## src/rtl/trace_buffer.sv

```systemverilog
// trace_buffer: circular retirement trace with arm/PC trigger, post-trigger window and valid/ready readout
module trace_buffer #(
  parameter int DATA_W = 32,
  parameter int DEPTH  = 16,
  parameter int POST   = 4
) (
  input  logic              clk,
  input  logic              reset,
  input  logic              arm,
  input  logic              abort,
  input  logic              trig_mode,
  input  logic [DATA_W-1:0] trig_pc,
  input  logic              ev_valid,
  input  logic [DATA_W-1:0] ev_pc,
  input  logic [DATA_W-1:0] ev_data,
  input  logic [3:0]        ev_rd,
  input  logic              ev_mem,
  input  logic              rd_ready,
  output logic              rd_valid,
  output logic [DATA_W-1:0] rd_pc,
  output logic [DATA_W-1:0] rd_data,
  output logic [3:0]        rd_rd,
  output logic              rd_mem,
  output logic              rd_last,
  output logic [1:0]        state,
  output logic [$clog2(DEPTH):0] count,
  output logic              wrapped
);
  localparam int AW = $clog2(DEPTH);
  localparam int CW = AW + 1;
  localparam int PW = $clog2(POST + 1);
  localparam int EW = 2 * DATA_W + 5;
  localparam logic [PW-1:0] POSTV = PW'(POST);
  localparam logic [CW-1:0] FULL = CW'(DEPTH);
  typedef enum logic [1:0] {IDLE, ARMED, CAPTURE, READOUT} state_t;
  state_t st, st_n;
  logic [AW-1:0] wptr, rptr, wptr_n;
  logic [CW-1:0] cnt, rem, cnt_n;
  logic [PW-1:0] post, post_n;
  logic [DATA_W-1:0] tpc;
  logic wrp, wr, hit, done, rd_hs, last;
  logic [EW-1:0] buf_q [DEPTH];
  assign wr     = ev_valid && !abort && (st == ARMED || st == CAPTURE);
  assign hit    = wr && st == ARMED && ev_pc == tpc;
  assign post_n = hit ? PW'(1) : post + 1'b1;
  assign done   = wr && (st == CAPTURE || hit) && post_n == POSTV;
  assign cnt_n  = (cnt == FULL) ? cnt : cnt + 1'b1;
  assign wptr_n = wptr + 1'b1;
  assign rd_hs  = st == READOUT && rd_ready;
  assign last   = rem == CW'(1);
  always_comb begin
    st_n = st;
    case (st)
      IDLE:    st_n = arm ? (trig_mode ? ARMED : CAPTURE) : IDLE;
      ARMED:   st_n = done ? READOUT : hit ? CAPTURE : ARMED;
      CAPTURE: st_n = done ? READOUT : CAPTURE;
      default: st_n = (rd_hs && last) ? IDLE : READOUT;
    endcase
    if (abort) st_n = IDLE;
  end
  always_ff @(posedge clk or negedge reset) begin
    if (!reset) begin
      st   <= IDLE;
      cnt  <= '0;
      wrp  <= 1'b0;
      wptr <= '0;
      rptr <= '0;
      rem  <= '0;
      post <= '0;
      tpc  <= '0;
    end else begin
      st <= st_n;
      if (abort) begin
        cnt  <= '0;
        wrp  <= 1'b0;
        wptr <= '0;
        rptr <= '0;
        rem  <= '0;
        post <= '0;
      end else if (st == IDLE && arm) begin
        cnt  <= '0;
        wrp  <= 1'b0;
        wptr <= '0;
        post <= '0;
        tpc  <= trig_pc;
      end else if (wr) begin
        wptr <= wptr_n;
        cnt  <= cnt_n;
        if (cnt == FULL) wrp <= 1'b1;
        if (st == CAPTURE || hit) post <= post_n;
        // oldest entry sits count slots behind the post-write pointer
        if (done) begin
          rptr <= wptr_n - cnt_n[AW-1:0];
          rem  <= cnt_n;
        end
      end else if (rd_hs) begin
        rptr <= rptr + 1'b1;
        rem  <= rem - 1'b1;
      end
    end
  end
  always_ff @(posedge clk) begin
    if (wr) buf_q[wptr] <= {ev_pc, ev_data, ev_rd, ev_mem};
  end
  assign {rd_pc, rd_data, rd_rd, rd_mem} = buf_q[rptr];
  assign rd_valid = st == READOUT;
  assign rd_last  = rd_valid && last;
  assign state    = st;
  assign count    = cnt;
  assign wrapped  = wrp;
endmodule

```

## config.mk

```make
export PLATFORM = sky130hd
export DESIGN_NAME = trace_buffer
export DESIGN_NICKNAME = d
export VERILOG_FILES = /design/src/rtl/trace_buffer.sv
export SDC_FILE = /design/constraint.sdc
export NUM_CORES = 1
export LEC_CHECK = 0
export ABC_AREA = 1
export BUFFER_PORTS_ARGS = -buffer_cell sky130_fd_sc_hd__buf_2
export CAP_MARGIN = 20
export CORE_ASPECT_RATIO = 1.75
export CORE_MARGIN = 3
export CORE_UTILIZATION = 62
export CTS_CLUSTER_SIZE = 30
export DETAILED_ROUTE_END_ITERATION = 8
export PLACE_DENSITY_LB_ADDON = 0.2
export SLEW_MARGIN = 25
export SYNTH_ARGS = -nofsm -noshare
export SYNTH_HDL_FRONTEND = slang
export SYNTH_SLANG_ARGS = --single-unit
export TNS_END_PERCENT = 100
```

## constraint.sdc

```tcl
create_clock -name clk -period 6.92 [get_ports clk]
set_clock_uncertainty 0.1 [all_clocks]
set_input_delay 0.346 -clock clk [delete_from_list [all_inputs] [get_ports clk]]
set_output_delay 0.346 -clock clk [all_outputs]
set_load 0.01 [all_outputs]
```

==> run metrics, run 1 <==
status finished, final reports clean; crit path capture type primary output; largest net degree at the start of global routing 236; Hold Violations, Final 0; H-tree Lvls 3; final core occ 70.7%; Tcrit/Tclk final 66.5%; Setup crit start rptr[2]$_DFFE_PN0P_; CTS clk-pin slew, worst paths 0.06 ns; initial antenna violation count 2; sw power 4.76 mW; I/O pins 187; Initial Util 62.6%; Critical Path Start Type register; Multi-input gate area 0.00986 mm2; TritonRoute pass-1 iters 6; slowest stage delay, CP 0.97 ns; busiest layer in global routing met2; total number of vias 29.9k; Placed Cells 4,366; Peak VDD IR 0.250 mV; Slew headroom 22.7%; Die W 211 um; Synthesized Nets 3,544; R2R Path End buf_q[0][28]$_DFFE_PP_; share of cells above drive strength 1 11.6%; WP data required 6.47 ns; Synth Cell Area 0.0456 mm2; critical path peak fanout 38; Final Non-Filler Cells 4,650; Detailed Route WL 118 mm; Fin Setup TNS 0 ns; placer congestion estimate 0.827; Logic pwr share 19.2%; met1 usage 39.0%; row count 131; maximum clock frequency 217 MHz; main combinational cell family by area after synthesis compound AO/OA/AOI/OAI gates; mux contribution to synthesized area 0.321%; CTS tree done; post-synthesis cell type count 37; CP max-delay cell inv_2; RSZ-0062 raised after global routing false; Max Cap Viol 0; sequential power share 47.6%; Die H 365 um; pwr/cell area 322 mW/mm2; flops & latches, synth 1,160; Routed Antenna Nets 0; Post-CTS Resized 0; register area 0.0346 mm2; area delta synth->final 13.1%; hold_sp rd_ready; GRT overflow 0; Clock Power Share 33.2%; Final #Nets 3,764; met3 Use GR 4.12%; PortBufs 186; first-pass GRT wire length 176 mm; Min-Delay Path Class in -> reg; core area 0.0729 mm2; total global-route track usage 30.5%; Leak 17.9 nW; Setup Viol. Count Final 0; later-pin clock latency in the skew report 0.67 ns; CP endpoint rd_pc[22]; HPWL after DPL 59.1 mm; post-synthesis adder-cell area fraction 0.510%; flop-to-flop setup slack 3.13 ns; sw frac 28.7%; Compound-Gate Fraction of Synth Area 10.3%; Fillers 4,692; die area 0.0770 mm2; Clock Path Buffers 3; drt drc 0; reg2reg path depth 7; # clock sinks 1,160; reg2reg start state[0]$_DFF_PN0_; Wirelength per Cell 25.4 um; Vias/cell 6.43; max-slew violations 0; Crit Path Category reg -> out; Synth Warn # 0; Seq/Total Area, Yosys 75.7%; Fin Hold WS 0.0405 ns; Least-Margin Pin Slew 1.16 ns; Final min period 4.60 ns; Synth Area in Simple Gates 9.79%; initial DRC count 3,011; CTS root buf clkbuf_16; cell-internal power 11.8 mW; vias in the first global route 29.9k; post-synthesis xor/xnor area fraction 0.345%; GR Layer Usage met2 53.0%; Num CTS Buffers 95; CP cell instances nand2_4 > inv_2 > buf_4 > nand3_1 > nand4_1 > nand2_1 > buf_2; Mapped Cells 3,418; Avg Cell Area, Syn 13.4 um2; CP Data Arrival Time 4.16 ns
-- routing by layer --
layer  up-vias  wire [um]
li1      13099          -
met1     14799      42300
met2      1670      60300
met3       315      10600
met4         2       4890
met5         -          7
-- synth_stat cells --
| cell | count | share of area, % |
|---|---|---|
| nand3_1 | 128 | 1.4 |
| buf_4 | 17 | 0.28 |
| or2_2 | 1 | 0.014 |
| buf_6 | 7 | 0.17 |
| ha_1 | 17 | 0.47 |
| inv_1 | 75 | 0.62 |
| nand4_2 | 1 | 0.027 |
| edfxtp_1 | 1104 | 73 |
| dfrtp_1 | 56 | 3.1 |
| a211oi_1 | 1 | 0.016 |
| xnor2_1 | 9 | 0.17 |
| buf_1 | 6 | 0.049 |
| o221ai_1 | 56 | 1.1 |
| nand3_2 | 2 | 0.044 |
| nand2_4 | 1 | 0.025 |
| nor3_1 | 1 | 0.011 |
| o21bai_4 | 1 | 0.041 |
| buf_2 | 93 | 1.0 |
| nor2_1 | 342 | 2.8 |
| nand2_1 | 564 | 4.6 |
| nand4_1 | 58 | 0.80 |
| a221oi_1 | 82 | 1.6 |
| a21oi_1 | 188 | 2.1 |
| o211ai_1 | 1 | 0.016 |
| o31ai_1 | 1 | 0.016 |
| inv_2 | 6 | 0.049 |
| fa_1 | 1 | 0.044 |
| a31oi_1 | 2 | 0.027 |
| o21ai_1 | 47 | 0.52 |
| clkinv_1 | 1 | 0.0082 |
| mux2_2 | 13 | 0.32 |
| xor2_1 | 9 | 0.17 |
| nor2_2 | 1 | 0.014 |
| o22ai_1 | 95 | 1.3 |
| a21boi_0 | 1 | 0.016 |
| clkbuf_1 | 95 | 0.78 |
| o21ai_0 | 335 | 3.7 |
-- cells by family (layout without fill, tap and decap cells) --
kind of cell               Yosys count  count (layout)
AOI/OAI and AO/OA                  810             810
xor gates and xnor gates            18              18
adders and majority gates           18              18
buffers and inverters              300             600
DFF                               1160            1160
muxes                               13              13
other                                0               1
and+or+nand+nor                   1099            1099
-- power by group through the flow --
stage	Sequential, mW	Clock, mW	Combinational [mW]
after CTS	7.90	5.53	3.16
after global placement	8.04	0	2.99
after detailed placement	8.05	0	3.09
after floorplan	7.96	0	2.04
final	7.90	5.50	3.19
after global routing	7.90	5.82	3.48
-- critical path: cells and delay by family, from the launching register on --
kind	cells	cell delay (ns)
AND/OR/NAND/NOR	4	0.95
buffers and inverters	3	1.65
flip-flops	1	0.81
-- through the flow --
| stage | cell area (um2) | setup WS, ns | power [mW] |
|---|---|---|---|
| final | 51600 | 2.32 | 16.6 |
| after global routing | 51600 | 2.12 | 17.2 |
| after CTS | 51600 | 2.20 | 16.6 |
| after detailed placement | 47300 | 2.96 | 11.1 |
| after global placement | 47200 | 2.99 | 11.0 |
| after floorplan | 45600 | 2.33 | 10.0 |
-- worst min-delay path by stage --
stage                      endpoint  slack (ns)  cells past startpoint
6_report         state[1]$_DFF_PN0_        0.04                      6
5_1_grt          state[1]$_DFF_PN0_        0.09                      6
3_5_place_dp     rem[3]$_DFFE_PN0P_        0.40                      2
3_3_place_gp    post[1]$_DFFE_PN0P_        0.38                      2
4_1_cts          state[1]$_DFF_PN0_       0.009                      6
2_1_floorplan  count[0]$_DFFE_PN0P_       -0.05                      0
-- final cells by class --
class	instances	area share, %
Timing Repair Buffer	341	4.82
Clock inverter	52	1.01
Clock buffer	125	5.17
Sequential cell	1160	67.0
Multi-Input combinational cell	1958	19.1
Antenna cell	1	0.00485
Inverter	82	0.623
Tap cell	931	2.26
-- what timing repair did --
item,CTS,global route
buffers inserted,0,0
hold buffers,105,0
hold endpoints to repair,1190,0
-- sequential cells by signal, summed over array words and instances (netlist names) --
register	flops
wptr	4
tpc	32
state	2
rptr	4
post	3
buf_q	1104
count	5
wrapped	1
rem	5
-- placed cells by master (no fill, tap or decap), types with 3 or more instances in the layout --
cell type	instances
a21oi_1	188
a221oi_1	82
buf_12	5
buf_16	3
buf_2	186
buf_4	40
bufinv_16	10
clkbuf_1	19
clkbuf_16	101
clkbuf_8	5
clkinv_1	15
clkinv_2	21
clkinvlp_4	3
dfrtp_1	52
dfrtp_4	4
dlygate4sd3_1	105
edfxtp_1	1104
ha_1	17
inv_1	72
inv_2	7
inv_6	3
mux2_2	13
nand2_1	562
nand3_1	128
nand4_1	58
nor2_1	325
nor2_4	17
o21ai_0	335
o21ai_1	47
o221ai_1	56
o22ai_1	95
xnor2_1	9
xor2_1	9
No activity file was read; power rests on OpenSTA's default activity.
==> run 2, diff against run 1 <==
--- a/config.mk
+++ b/config.mk
@@ -10,7 +10,7 @@
 export CAP_MARGIN = 20
 export CORE_ASPECT_RATIO = 1.75
 export CORE_MARGIN = 3
-export CORE_UTILIZATION = 62
+export CORE_UTILIZATION = 61
 export CTS_CLUSTER_SIZE = 30
 export DETAILED_ROUTE_END_ITERATION = 8
 export PLACE_DENSITY_LB_ADDON = 0.2
==> constraint.sdc (replaced) <==
create_clock -name clk -period 4.83 [get_ports clk]
set_clock_uncertainty 0.1 [all_clocks]
set_input_delay 0.2415 -clock clk [delete_from_list [all_inputs] [get_ports clk]]
set_output_delay 0.2415 -clock clk [all_outputs]
set_load 0.01 [all_outputs]
==> run 2 against run 1 <==
Count of clock-buffer cells in the layout is 9 lower; utilization fell by 0.71 points; cell count rose by 0.47%; worst setup slack got worse by 1.7 ns; register-to-register slack got worse by 1.6 ns; non-clock buffer count is 11 higher; final area grew 0.42%; global-route usage about the same; routed wire length is 0.92% higher; die area grew 1.6%; critical path type unchanged; largest power group unchanged; highest routed layer unchanged.
==> run metrics, run 2 (same netlist as run 1, synthesis figures left out) <==
GRT overflow 0 (unchanged); # clock sinks 1,160 (unchanged); first-pass GRT wire length 179 mm (was 176 mm); TritonRoute pass-1 iters 6 (unchanged); Tcrit/Tclk final 86.7%; Setup Viol. Count Final 0 (unchanged); Wirelength per Cell 25.5 um (was 25.4 um); maximum clock frequency 239 MHz; H-tree Lvls 3 (unchanged); biggest regs buf_q: 1104 flops, tpc: 32 flops (unchanged); CP cell instances buf_4 > buf_4 > o21ai_0 > o221ai_1 > nand4_1 > nand2_1 > buf_2 (was nand2_4 > inv_2 > buf_4 > nand3_1 > nand4_1 > nand2_1 > buf_2); Detailed Route WL 119 mm (was 118 mm); max FFs per register 1,104 (unchanged); CTS clk-pin slew, worst paths 0.07 ns (was 0.06 ns); PortBufs 186 (unchanged); R2R Path End buf_q[1][42]$_DFFE_PP_ (was buf_q[0][28]$_DFFE_PP_); flop-to-flop setup slack 1.51 ns (was 3.13 ns); crit path capture type primary output (unchanged); Least-Margin Pin Slew 1.17 ns (was 1.16 ns); share of cells above drive strength 1 12.1% (was 11.6%); slowest stage delay, CP 0.88 ns (was 0.97 ns); Final #Nets 3,777 (was 3,764); Critical Path Start Type register (unchanged); reg2reg path depth 7 (unchanged); HPWL after DPL 61.5 mm (was 59.1 mm); CP endpoint rd_data[14] (was rd_pc[22]); total power draw 23.9 mW (was 16.6 mW); CP Data Arrival Time 3.84 ns (was 4.16 ns); Die H 368 um (was 365 um); Crit Path Category reg -> out (unchanged); Setup crit start rptr[1]$_DFFE_PN0P_ (was rptr[2]$_DFFE_PN0P_); Post-CTS Hold Fix Bufs 108 (was 105); vias in the first global route 30.1k (was 29.9k); later-pin clock latency in the skew report 0.69 ns (was 0.67 ns); setup bufs post-CTS 0 (unchanged); most common cell after layout, fill and taps aside edfxtp_1 (unchanged); Leak 17.9 nW (about the same); I/O pins 187 (unchanged); CTS root buf clkbuf_16 (unchanged); drt drc 0 (unchanged); Biggest register buf_q (unchanged); Routed Antenna Nets 0 (unchanged); Placed Area 0.0475 mm2 (was 0.0473 mm2); Post-CTS Resized 0 (unchanged); CP max-delay cell dfrtp_4 (was inv_2); total number of vias 30.0k (was 29.9k); most frequent cells in the layout 1,104 x edfxtp_1, 562 x nand2_1, 335 x o21ai_0 (unchanged); Max Cap Viol 0 (unchanged); Vias/cell 6.42 (was 6.43); Critical Path Most Common Cell buf_4; initial DRC count 3,478 (was 3,011); row count 132 (was 131); max-slew violations 0 (unchanged); Clock Path Buffers 3 (unchanged); Placed Cells 4,382 (was 4,366); WP data required 4.49 ns (was 6.47 ns); Fillers 4,850 (was 4,692); placer congestion estimate 0.845 (was 0.827); Final Non-Filler Cells 4,672 (was 4,650); area delta synth->final 13.5% (was 13.1%); Slew headroom 21.7% (was 22.7%); pwr/cell area 461 mW/mm2 (was 322 mW/mm2); critical path peak fanout 61 (was 38); RSZ-0062 raised after global routing false (unchanged); reg2reg start state[0]$_DFF_PN0_ (unchanged); initial antenna violation count 3 (was 2); Min-Delay Path Class in -> reg (unchanged); core area 0.0740 mm2 (was 0.0729 mm2); largest net degree at the start of global routing 240 (was 236); status finished, final reports clean (unchanged); die area 0.0783 mm2 (was 0.0770 mm2); Hold Violations, Final 0 (unchanged); Fin Setup TNS 0 ns (unchanged); CTS tree done (unchanged); post-route cell area 0.0518 mm2 (was 0.0516 mm2); Num CTS Buffers 97 (was 95); Peak VDD IR 0.343 mV (was 0.250 mV); Die W 213 um (was 211 um); Initial Util 61.7% (was 62.6%); Fin Hold WS 0.0653 ns (was 0.0405 ns); Final min period 4.19 ns; total global-route track usage 30.5% (about the same)
==> run 2: changes by cell type in the layout (fill, tap and decap cells not counted), moves of 2 or more <==
cell | previous run | this run
clkinvlp_4 | 3 | 8
diode_2 | 1 | 3
clkinv_1 | 15 | 12
dlygate4sd3_1 | 105 | 108
buf_12 | 5 | 17
clkinv_2 | 21 | 26
clkbuf_16 | 101 | 99
clkinv_8 | 1 | 4
clkbuf_1 | 19 | 13
buf_16 | 3 | 0
==> run 2: cell type report <==
cell class | count | area, um2 | area share, %
flip-flops and latches | 1160 | 34600 | 66.7
multi-input cells | 1958 | 9860 | 19.0
repair buffers | 352 | 2660 | 5.14
clock buffers | 116 | 2580 | 4.98
well taps | 938 | 1170 | 2.27
clock inverters | 63 | 631 | 1.22
inverters | 82 | 324 | 0.626
diodes | 3 | 7.51 | 0.0145
==> run 2: metal layers <==
metal / global-route usage (%) / vias up / part of all wire [%] / wire [um]
met5: 0 / - / 0.011 / 13
met4: 13.9 / 2 / 4.5 / 5320
met3: 4.76 / 359 / 8.8 / 10500
met2: 51.9 / 1758 / 51 / 61300
met1: 38.8 / 14750 / 35 / 42200
li1: - / 13138 / - / -
==> run 2: critical path, delay by kind of cell (launching register included) <==
family | cells | cell delay [ns]
flops | 1 | 0.88
compound gates | 2 | 0.45
buf+inv | 3 | 1.51
simple gates | 2 | 0.30
==> run 2: worst min path at each step <==
stage,start,endpoint,slack (ns),depth (start not counted)
after floorplan,reset,count[0]$_DFFE_PN0P_,-0.15,0
final,ev_valid,rem[0]$_DFFE_PN0P_,0.07,5
after detailed placement,reset,tpc[11]$_DFFE_PN0P_,0.33,2
after CTS,ev_valid,rem[0]$_DFFE_PN0P_,0.04,5
after global routing,ev_valid,rptr[0]$_DFFE_PN0P_,0.12,5
after global placement,reset,tpc[4]$_DFFE_PN0P_,0.32,2
==> run 2: where the power goes <==
part           switching [mW]  total (mW)  internal, mW
clock                    3.55        7.92          4.37
sequential              0.196        11.3          11.1
combinational            3.22        4.63          1.41
==> run 2: metrics by stage <==
step / utilization (%) / setup slack, ns
3_5_place_dp: 64.2 / 1.45
4_1_cts: 70.0 / 0.700
5_1_grt: 70.0 / 0.516
3_3_place_gp: 64.2 / 1.45
6_report: 70.0 / 0.644
2_1_floorplan: - / 0.240
